`src/rtl/uart_ioport.sv`:
```
// uart_ioport: I/O-handshake responder moving 16-bit words over 8N1 UART, high byte first
// Ports:
//   clock, reset        system clock (rising edge), asynchronous active-low reset
//   io_read, io_write   load / store requests from the I/O controller (read wins if both)
//   wdata               word to transmit, captured when a write is accepted
//   rdata, ioack        received word and four-phase acknowledge
//   uart_rx, uart_tx    serial input (asynchronous) and output (idle high)
//   overrun, ferr       sticky receive-FIFO overflow and framing-error flags
module uart_ioport #(
  parameter int CLKS_PER_BIT = 16,
  parameter int RX_DEPTH     = 4
) (
  input  logic        clock,
  input  logic        reset,
  input  logic        io_read,
  input  logic        io_write,
  input  logic [15:0] wdata,
  output logic [15:0] rdata,
  output logic        ioack,
  input  logic        uart_rx,
  output logic        uart_tx,
  output logic        overrun,
  output logic        ferr
);
  localparam int AW = $clog2(RX_DEPTH);
  localparam logic [15:0] BIT_M1 = 16'(CLKS_PER_BIT - 1);
  localparam logic [15:0] HALF_M1 = 16'(CLKS_PER_BIT / 2 - 1);
  localparam logic [AW:0] PTR_ONE = 1;

  typedef enum logic [2:0] {C_IDLE, C_RD_HI, C_RD_LO, C_TX_HI, C_TX_LO, C_ACK} ctl_t;
  typedef enum logic [2:0] {R_IDLE, R_START, R_DATA, R_STOP, R_WAIT} rx_t;

  ctl_t        ctl_q, ctl_d;
  logic [15:0] tx_cnt_q, tx_cnt_d, txword_q, txword_d, rdata_q, rdata_d;
  logic [3:0]  tx_bit_q, tx_bit_d;
  logic        ioack_q, ioack_d, uart_tx_q, uart_tx_d;
  rx_t         rx_q, rx_d;
  logic [15:0] rx_cnt_q, rx_cnt_d;
  logic [2:0]  rx_bit_q, rx_bit_d;
  logic [7:0]  rx_sh_q, rx_sh_d;
  logic        rx_s1_q, rx_s2_q, rx_prev_q;
  logic        overrun_q, overrun_d, ferr_q, ferr_d;
  logic [AW:0] wr_ptr_q, wr_ptr_d, rd_ptr_q, rd_ptr_d;
  logic [7:0]  mem_q [RX_DEPTH];
  logic [7:0]  mem_d [RX_DEPTH];
  logic        empty, full, push, pop, wr_ok;
  logic [7:0]  tx_byte;
  logic [9:0]  frame;

  assign empty   = wr_ptr_q == rd_ptr_q;
  assign full    = (wr_ptr_q[AW-1:0] == rd_ptr_q[AW-1:0]) && (wr_ptr_q[AW] != rd_ptr_q[AW]);
  assign pop     = (ctl_q == C_RD_HI || ctl_q == C_RD_LO) && !empty;
  assign tx_byte = ctl_q == C_TX_HI ? txword_q[15:8] : txword_q[7:0];
  assign frame   = {1'b1, tx_byte, 1'b0};

  // Controller: uart_tx is registered, so each bit value is loaded one edge ahead of its slot.
  always_comb begin
    ctl_d     = ctl_q;
    tx_cnt_d  = tx_cnt_q;
    tx_bit_d  = tx_bit_q;
    txword_d  = txword_q;
    rdata_d   = rdata_q;
    ioack_d   = ioack_q;
    uart_tx_d = uart_tx_q;
    case (ctl_q)
      C_IDLE: begin
        if (io_read) ctl_d = C_RD_HI;
        else if (io_write) begin
          ctl_d     = C_TX_HI;
          txword_d  = wdata;
          uart_tx_d = 1'b0;
          tx_cnt_d  = BIT_M1;
          tx_bit_d  = '0;
        end
      end
      C_RD_HI: begin
        if (!empty) begin
          rdata_d[15:8] = mem_q[rd_ptr_q[AW-1:0]];
          ctl_d         = C_RD_LO;
        end
      end
      C_RD_LO: begin
        if (!empty) begin
          rdata_d[7:0] = mem_q[rd_ptr_q[AW-1:0]];
          ctl_d        = C_ACK;
          ioack_d      = 1'b1;
        end
      end
      C_TX_HI, C_TX_LO: begin
        if (tx_cnt_q != '0) tx_cnt_d = tx_cnt_q - 16'd1;
        else begin
          tx_cnt_d = BIT_M1;
          if (tx_bit_q == 4'd9) begin
            // stop bit done: high byte chains straight into the low byte's start bit
            tx_bit_d  = '0;
            uart_tx_d = ctl_q == C_TX_LO;
            ioack_d   = ctl_q == C_TX_LO;
            ctl_d     = ctl_q == C_TX_HI ? C_TX_LO : C_ACK;
          end else begin
            tx_bit_d  = tx_bit_q + 4'd1;
            uart_tx_d = frame[tx_bit_q + 4'd1];
          end
        end
      end
      C_ACK: begin
        if (!io_read && !io_write) begin
          ctl_d   = C_IDLE;
          ioack_d = 1'b0;
        end
      end
      default: ctl_d = C_IDLE;
    endcase
  end

  // RX engine: samples at mid-bit, counted from the synchronized start edge.
  always_comb begin
    rx_d     = rx_q;
    rx_cnt_d = rx_cnt_q;
    rx_bit_d = rx_bit_q;
    rx_sh_d  = rx_sh_q;
    ferr_d   = ferr_q;
    push     = 1'b0;
    case (rx_q)
      R_IDLE: begin
        if (rx_prev_q && !rx_s2_q) begin
          rx_d     = R_START;
          rx_cnt_d = HALF_M1;
        end
      end
      R_START: begin
        if (rx_cnt_q != '0) rx_cnt_d = rx_cnt_q - 16'd1;
        else begin
          rx_cnt_d = BIT_M1;
          rx_bit_d = '0;
          rx_d     = rx_s2_q ? R_IDLE : R_DATA;
        end
      end
      R_DATA: begin
        if (rx_cnt_q != '0) rx_cnt_d = rx_cnt_q - 16'd1;
        else begin
          rx_cnt_d = BIT_M1;
          rx_sh_d  = {rx_s2_q, rx_sh_q[7:1]};
          rx_bit_d = rx_bit_q + 3'd1;
          if (rx_bit_q == 3'd7) rx_d = R_STOP;
        end
      end
      R_STOP: begin
        if (rx_cnt_q != '0) rx_cnt_d = rx_cnt_q - 16'd1;
        else begin
          push   = rx_s2_q;
          ferr_d = ferr_q | !rx_s2_q;
          rx_d   = rx_s2_q ? R_IDLE : R_WAIT;
        end
      end
      R_WAIT: if (rx_s2_q) rx_d = R_IDLE;
      default: rx_d = R_IDLE;
    endcase
  end

  // FIFO: a pop in the same cycle frees the slot, so a push into a full FIFO still lands.
  always_comb begin
    wr_ok = push && (!full || pop);
    mem_d = mem_q;
    if (wr_ok) mem_d[wr_ptr_q[AW-1:0]] = rx_sh_q;
    wr_ptr_d  = wr_ok ? wr_ptr_q + PTR_ONE : wr_ptr_q;
    rd_ptr_d  = pop ? rd_ptr_q + PTR_ONE : rd_ptr_q;
    overrun_d = overrun_q | (push && full && !pop);
  end

  always_ff @(posedge clock or negedge reset) begin
    if (!reset) begin
      ctl_q     <= C_IDLE;
      tx_cnt_q  <= '0;
      tx_bit_q  <= '0;
      txword_q  <= '0;
      rdata_q   <= '0;
      ioack_q   <= 1'b0;
      uart_tx_q <= 1'b1;
      rx_q      <= R_IDLE;
      rx_cnt_q  <= '0;
      rx_bit_q  <= '0;
      rx_sh_q   <= '0;
      rx_s1_q   <= 1'b1;
      rx_s2_q   <= 1'b1;
      rx_prev_q <= 1'b1;
      overrun_q <= 1'b0;
      ferr_q    <= 1'b0;
      wr_ptr_q  <= '0;
      rd_ptr_q  <= '0;
      mem_q     <= '{default: '0};
    end else begin
      ctl_q     <= ctl_d;
      tx_cnt_q  <= tx_cnt_d;
      tx_bit_q  <= tx_bit_d;
      txword_q  <= txword_d;
      rdata_q   <= rdata_d;
      ioack_q   <= ioack_d;
      uart_tx_q <= uart_tx_d;
      rx_q      <= rx_d;
      rx_cnt_q  <= rx_cnt_d;
      rx_bit_q  <= rx_bit_d;
      rx_sh_q   <= rx_sh_d;
      rx_s1_q   <= uart_rx;
      rx_s2_q   <= rx_s1_q;
      rx_prev_q <= rx_s2_q;
      overrun_q <= overrun_d;
      ferr_q    <= ferr_d;
      wr_ptr_q  <= wr_ptr_d;
      rd_ptr_q  <= rd_ptr_d;
      mem_q     <= mem_d;
    end
  end

  assign rdata   = rdata_q;
  assign ioack   = ioack_q;
  assign uart_tx = uart_tx_q;
  assign overrun = overrun_q;
  assign ferr    = ferr_q;
endmodule

```
`config.mk`:
```
export PLATFORM = sky130hd
export DESIGN_NAME = uart_ioport
export DESIGN_NICKNAME = d
export VERILOG_FILES = /design/src/rtl/uart_ioport.sv
export SDC_FILE = /design/constraint.sdc
export NUM_CORES = 1
export LEC_CHECK = 0
export CORE_ASPECT_RATIO = 0.7
export CORE_MARGIN = 2
export CORE_UTILIZATION = 53
export DETAILED_ROUTE_END_ITERATION = 6
export PLACE_DENSITY = 0.83
export REMOVE_ABC_BUFFERS = 1
export SLEW_MARGIN = 25
export SYNTH_ARGS = -nofsm -noshare
export SYNTH_HDL_FRONTEND = slang
export SYNTH_SLANG_ARGS = --single-unit
```
`constraint.sdc`:
```
create_clock -name clock -period 2.9 [get_ports clock]
set_clock_uncertainty 0.1 [all_clocks]
set_input_delay 0.29 -clock clock [delete_from_list [all_inputs] [get_ports clock]]
set_output_delay 0.29 -clock clock [all_outputs]
set_load 0.05 [all_outputs]
```
==> impl_results.md, run 1 <==
* Status: complete, no violations
* Synth warn at 0
* Post-synth EDFFs at 0
* Hpwl dp at 9228 µm
* Core area at 11640 µm²
* Synth Flop Type: dfrtp_1
* Drt total wl at 14240 µm
* Type of origin of the critical path: register
* Avg Cell Area, Syn at 12.20 µm²
* Max Cap Viol at 0
* Power Dens Cells at 867.0 nW/µm²
* Row cnt at 33
* Clock input transition at the sequential cells of the worst setup and hold paths at 0.06 ns
* Unrepaired setup endpoints after global routing: false
* Sequential area share after synthesis at 51.64%
* Layout area overhead at 20.82%
* Rel. slew slack at 43.32%
* Synthesized cell area at 6310 µm²
* Crit path cell chain: or4_4 > or4_4 > nor4_4 > buf_4 > nand3_2 > mux2_2
* Vias/cell at 5.962
* Antenna cell count at 0
* GRT Overall Usage at 24.13%
* Cell count after synthesis at 517
* CP delay by family, top: simple AND/OR/NAND/NOR gates
* RePlAce Congestion at 0.8425
* Final Max Tran Viols at 0
* Critical Path Most Common Cell: or4_4
* Post-synth ARST share at 100.0%
* # nets final at 604
* # fillers at 836
* Top cells by area, synth: dfrtp_1 50%, mux2_2 14%, mux4_2 3.9%
* Clk buf depth at 2
* Die H at 95.29 µm
* Max VDD drop at 0.5616 mV
* Yosys reg bits at 130
* Largest fanout on the critical path at 9
* H-tree levels at 4
* Endpoints failing setup at 0
* CTS Buf Count at 17
* Post-DRT Antenna Nets at 0
* Iter 0 DRT Violations at 325
* Final Hold Vio Count at 0
* Total clock sinks at 130
* Post-synthesis cell type count at 57
* Post-synth top area share at 49.97%
* Slowest stage cell, crit path: or4_4
* Pwr Total at 6.610 mW
* Dpl cell area at 6959 µm²
* Setup TNS Final at 0 ns
* IO Port Bufs at 40
* First-pass GRT wire length at 23400 µm
* Largest net degree at the start of global routing at 48
* WL/cell at 19.27 µm
* CTS tree: yes
* Min-delay worst type: in -> reg
* Vias in the first global route at 4498
* I/O pin count at 41
* Worst slew pin tran at 0.8288 ns
* Vias at 4406
* # Post-CTS Setup Buffers at 0
* Die W at 134.4 µm
* Pleak at 3.419 nW
* Initial antenna violation count at 0
* Crit path buf inv count at 1
* CTS root buf: clkbuf_16
* Residual DRC at 0
* Max incr delay on CP at 0.56 ns
* CP Capture Type: register
* First-pass detailed-route iteration total at 5
* Post-Layout Inst Area at 7624 µm²
* Synth area leader: dfrtp_1
* Post-route minimum period at 2.773 ns
* Fmax at 360.6 MHz
* Signal arrival time at the worst endpoint at 2.97 ns
* Overflow after GRT at 0
* Final Cycle Share at 95.62%
* Crit path kind: reg -> reg
* Critical path data required time at 3.10 ns
* Die Area at 12810 µm²
* Initial Utilization at 54.19%
* Worst-Skew Late Latency at 0.42 ns
* Layout cells sized above 1 at 26.80%
-- metrics by stage --
stage,setup WS [ns],hold slack (ns),instances,util (%)
after floorplan,-0.1146,-0.1056,488,-
after global placement,0.09284,0.2333,706,59.77
after detailed placement,0.0001241,0.2456,706,59.77
after CTS,0.08354,0.1675,739,65.34
after global routing,0.01788,0.1806,739,65.47
final,0.1271,0.1741,739,65.47
-- synthesized netlist by cell type, types with 7 or more instances --
library cell  number
a2111oi_0         11
a21oi_1           18
clkbuf_1          24
dfrtp_1          126
ha_1              14
inv_1             15
mux2_2            76
mux2i_1            7
mux4_2            11
nand2_1           15
nand2b_1           9
nand3_1            9
nor2_1            25
nor3_1            10
o21ai_0           16
o31ai_1            7
or3_1             13
or4_1             11
xnor2_1           21
-- registers in the layout, indices dropped and copies added (netlist names) --
| name | flops |
|---|---|
| overrun | 1 |
| rx_prev_q | 1 |
| ferr | 1 |
| rx_cnt_q | 16 |
| rx_s1_q | 1 |
| tx_bit_q | 4 |
| rx_sh_q | 8 |
| wr_ptr_q | 3 |
| rx_s2_q | 1 |
| txword_q | 16 |
| uart_tx | 1 |
| tx_cnt_q | 16 |
| rd_ptr_q | 3 |
| rx_bit_q | 3 |
| rx_q | 3 |
| ioack | 1 |
| mem_q | 32 |
| ctl_q | 3 |
| rdata | 16 |
-- layer usage --
metal  global-route usage, %  wire [µm]
met5                       0          0
met4                   8.860        205
met3                   6.167        668
met2                   37.33       6804
met1                   33.33       6562
-- placed cells by master (no fill, tap or decap), types with 3 or more instances in the layout --
| cell | instances |
|---|---|
| a2111oi_0 | 11 |
| a211oi_1 | 3 |
| a21oi_1 | 18 |
| a22oi_1 | 3 |
| a31oi_1 | 4 |
| buf_4 | 21 |
| bufinv_16 | 4 |
| clkbuf_16 | 17 |
| clkdlybuf4s50_1 | 39 |
| dfrtp_1 | 126 |
| dfstp_2 | 4 |
| ha_1 | 14 |
| inv_1 | 15 |
| inv_6 | 3 |
| mux2_2 | 76 |
| mux2i_1 | 7 |
| mux4_2 | 11 |
| nand2_1 | 15 |
| nand2b_1 | 9 |
| nand3_1 | 9 |
| nand3b_1 | 4 |
| nand4_1 | 3 |
| nor2_1 | 25 |
| nor2b_1 | 4 |
| nor3_1 | 10 |
| nor4_1 | 4 |
| o21ai_0 | 16 |
| o31ai_1 | 7 |
| or2_2 | 3 |
| or3_1 | 13 |
| or4_1 | 10 |
| xnor2_1 | 21 |
| xor2_1 | 3 |
-- where the power goes --
part / internal [mW] / total [mW] / switching, mW
registers: 2.14 / 2.45 / 0.304
logic: 0.828 / 1.85 / 1.02
clock network: 1.49 / 2.31 / 0.822
-- path summary, 6_finish.rpt --
kind / start / to / slack, ns / cells after the start
min reg2reg: rx_s1_q$_DFF_PN1_ / rx_s2_q$_DFF_PN1_ / 0.26 / 0
max reg2reg: rx_cnt_q[5]$_DFFE_PN0P_ / mem_q[30]$_DFFE_PN0P_ / 0.13 / 6
max in group asynchronous: reset / mem_q[4]$_DFFE_PN0P_ / 1.62 / 3
max: rx_cnt_q[5]$_DFFE_PN0P_ / mem_q[30]$_DFFE_PN0P_ / 0.13 / 6
min in group asynchronous: reset / tx_bit_q[0]$_DFFE_PN0P_ / 0.33 / 2
min: uart_rx / rx_s1_q$_DFF_PN1_ / 0.17 / 1
-- final cells by class --
cell class | count | area (µm²) | area share [%]
well taps | 157 | 196.4 | 2.577
flip-flops and latches | 130 | 3258 | 42.74
multi-input cells | 343 | 2899 | 38.03
repair buffers | 62 | 578.1 | 7.582
clock inverters | 11 | 175.2 | 2.298
clock buffers | 21 | 460.4 | 6.040
inverters | 15 | 56.30 | 0.7386
-- logic make-up after synthesis --
family	synth area share [%]
buf+inv	2.717
mux	18.60
simple gates	11.72
flops	51.64
compound gates	9.221
fa+ha+maj	2.776
xor+xnor	3.331
-- what timing repair did --
| action | CTS | global route |
|---|---|---|
| hold endpoints to repair | 43 | 0 |
| setup endpoints to repair | 16 | 7 |
| hold buffers | 1 | 0 |
| gates resized for setup | 1 | 2 |
| pin swaps | 0 | 0 |
Note: power is estimated with default switching activity, not from simulation.
==> run 2: changes to the inputs <==
CAP_MARGIN = 15   (was unset)
HOLD_SLACK_MARGIN = 0.02   (was unset)
==> results of run 2 <==
Final layout, timing and power as in run 1 (identical DEF).
==> run 3: changes to the inputs <==
HOLD_SLACK_MARGIN = 0.06   (was 0.02)
==> results of run 3 <==
Final layout, timing and power as in run 1 (identical DEF).
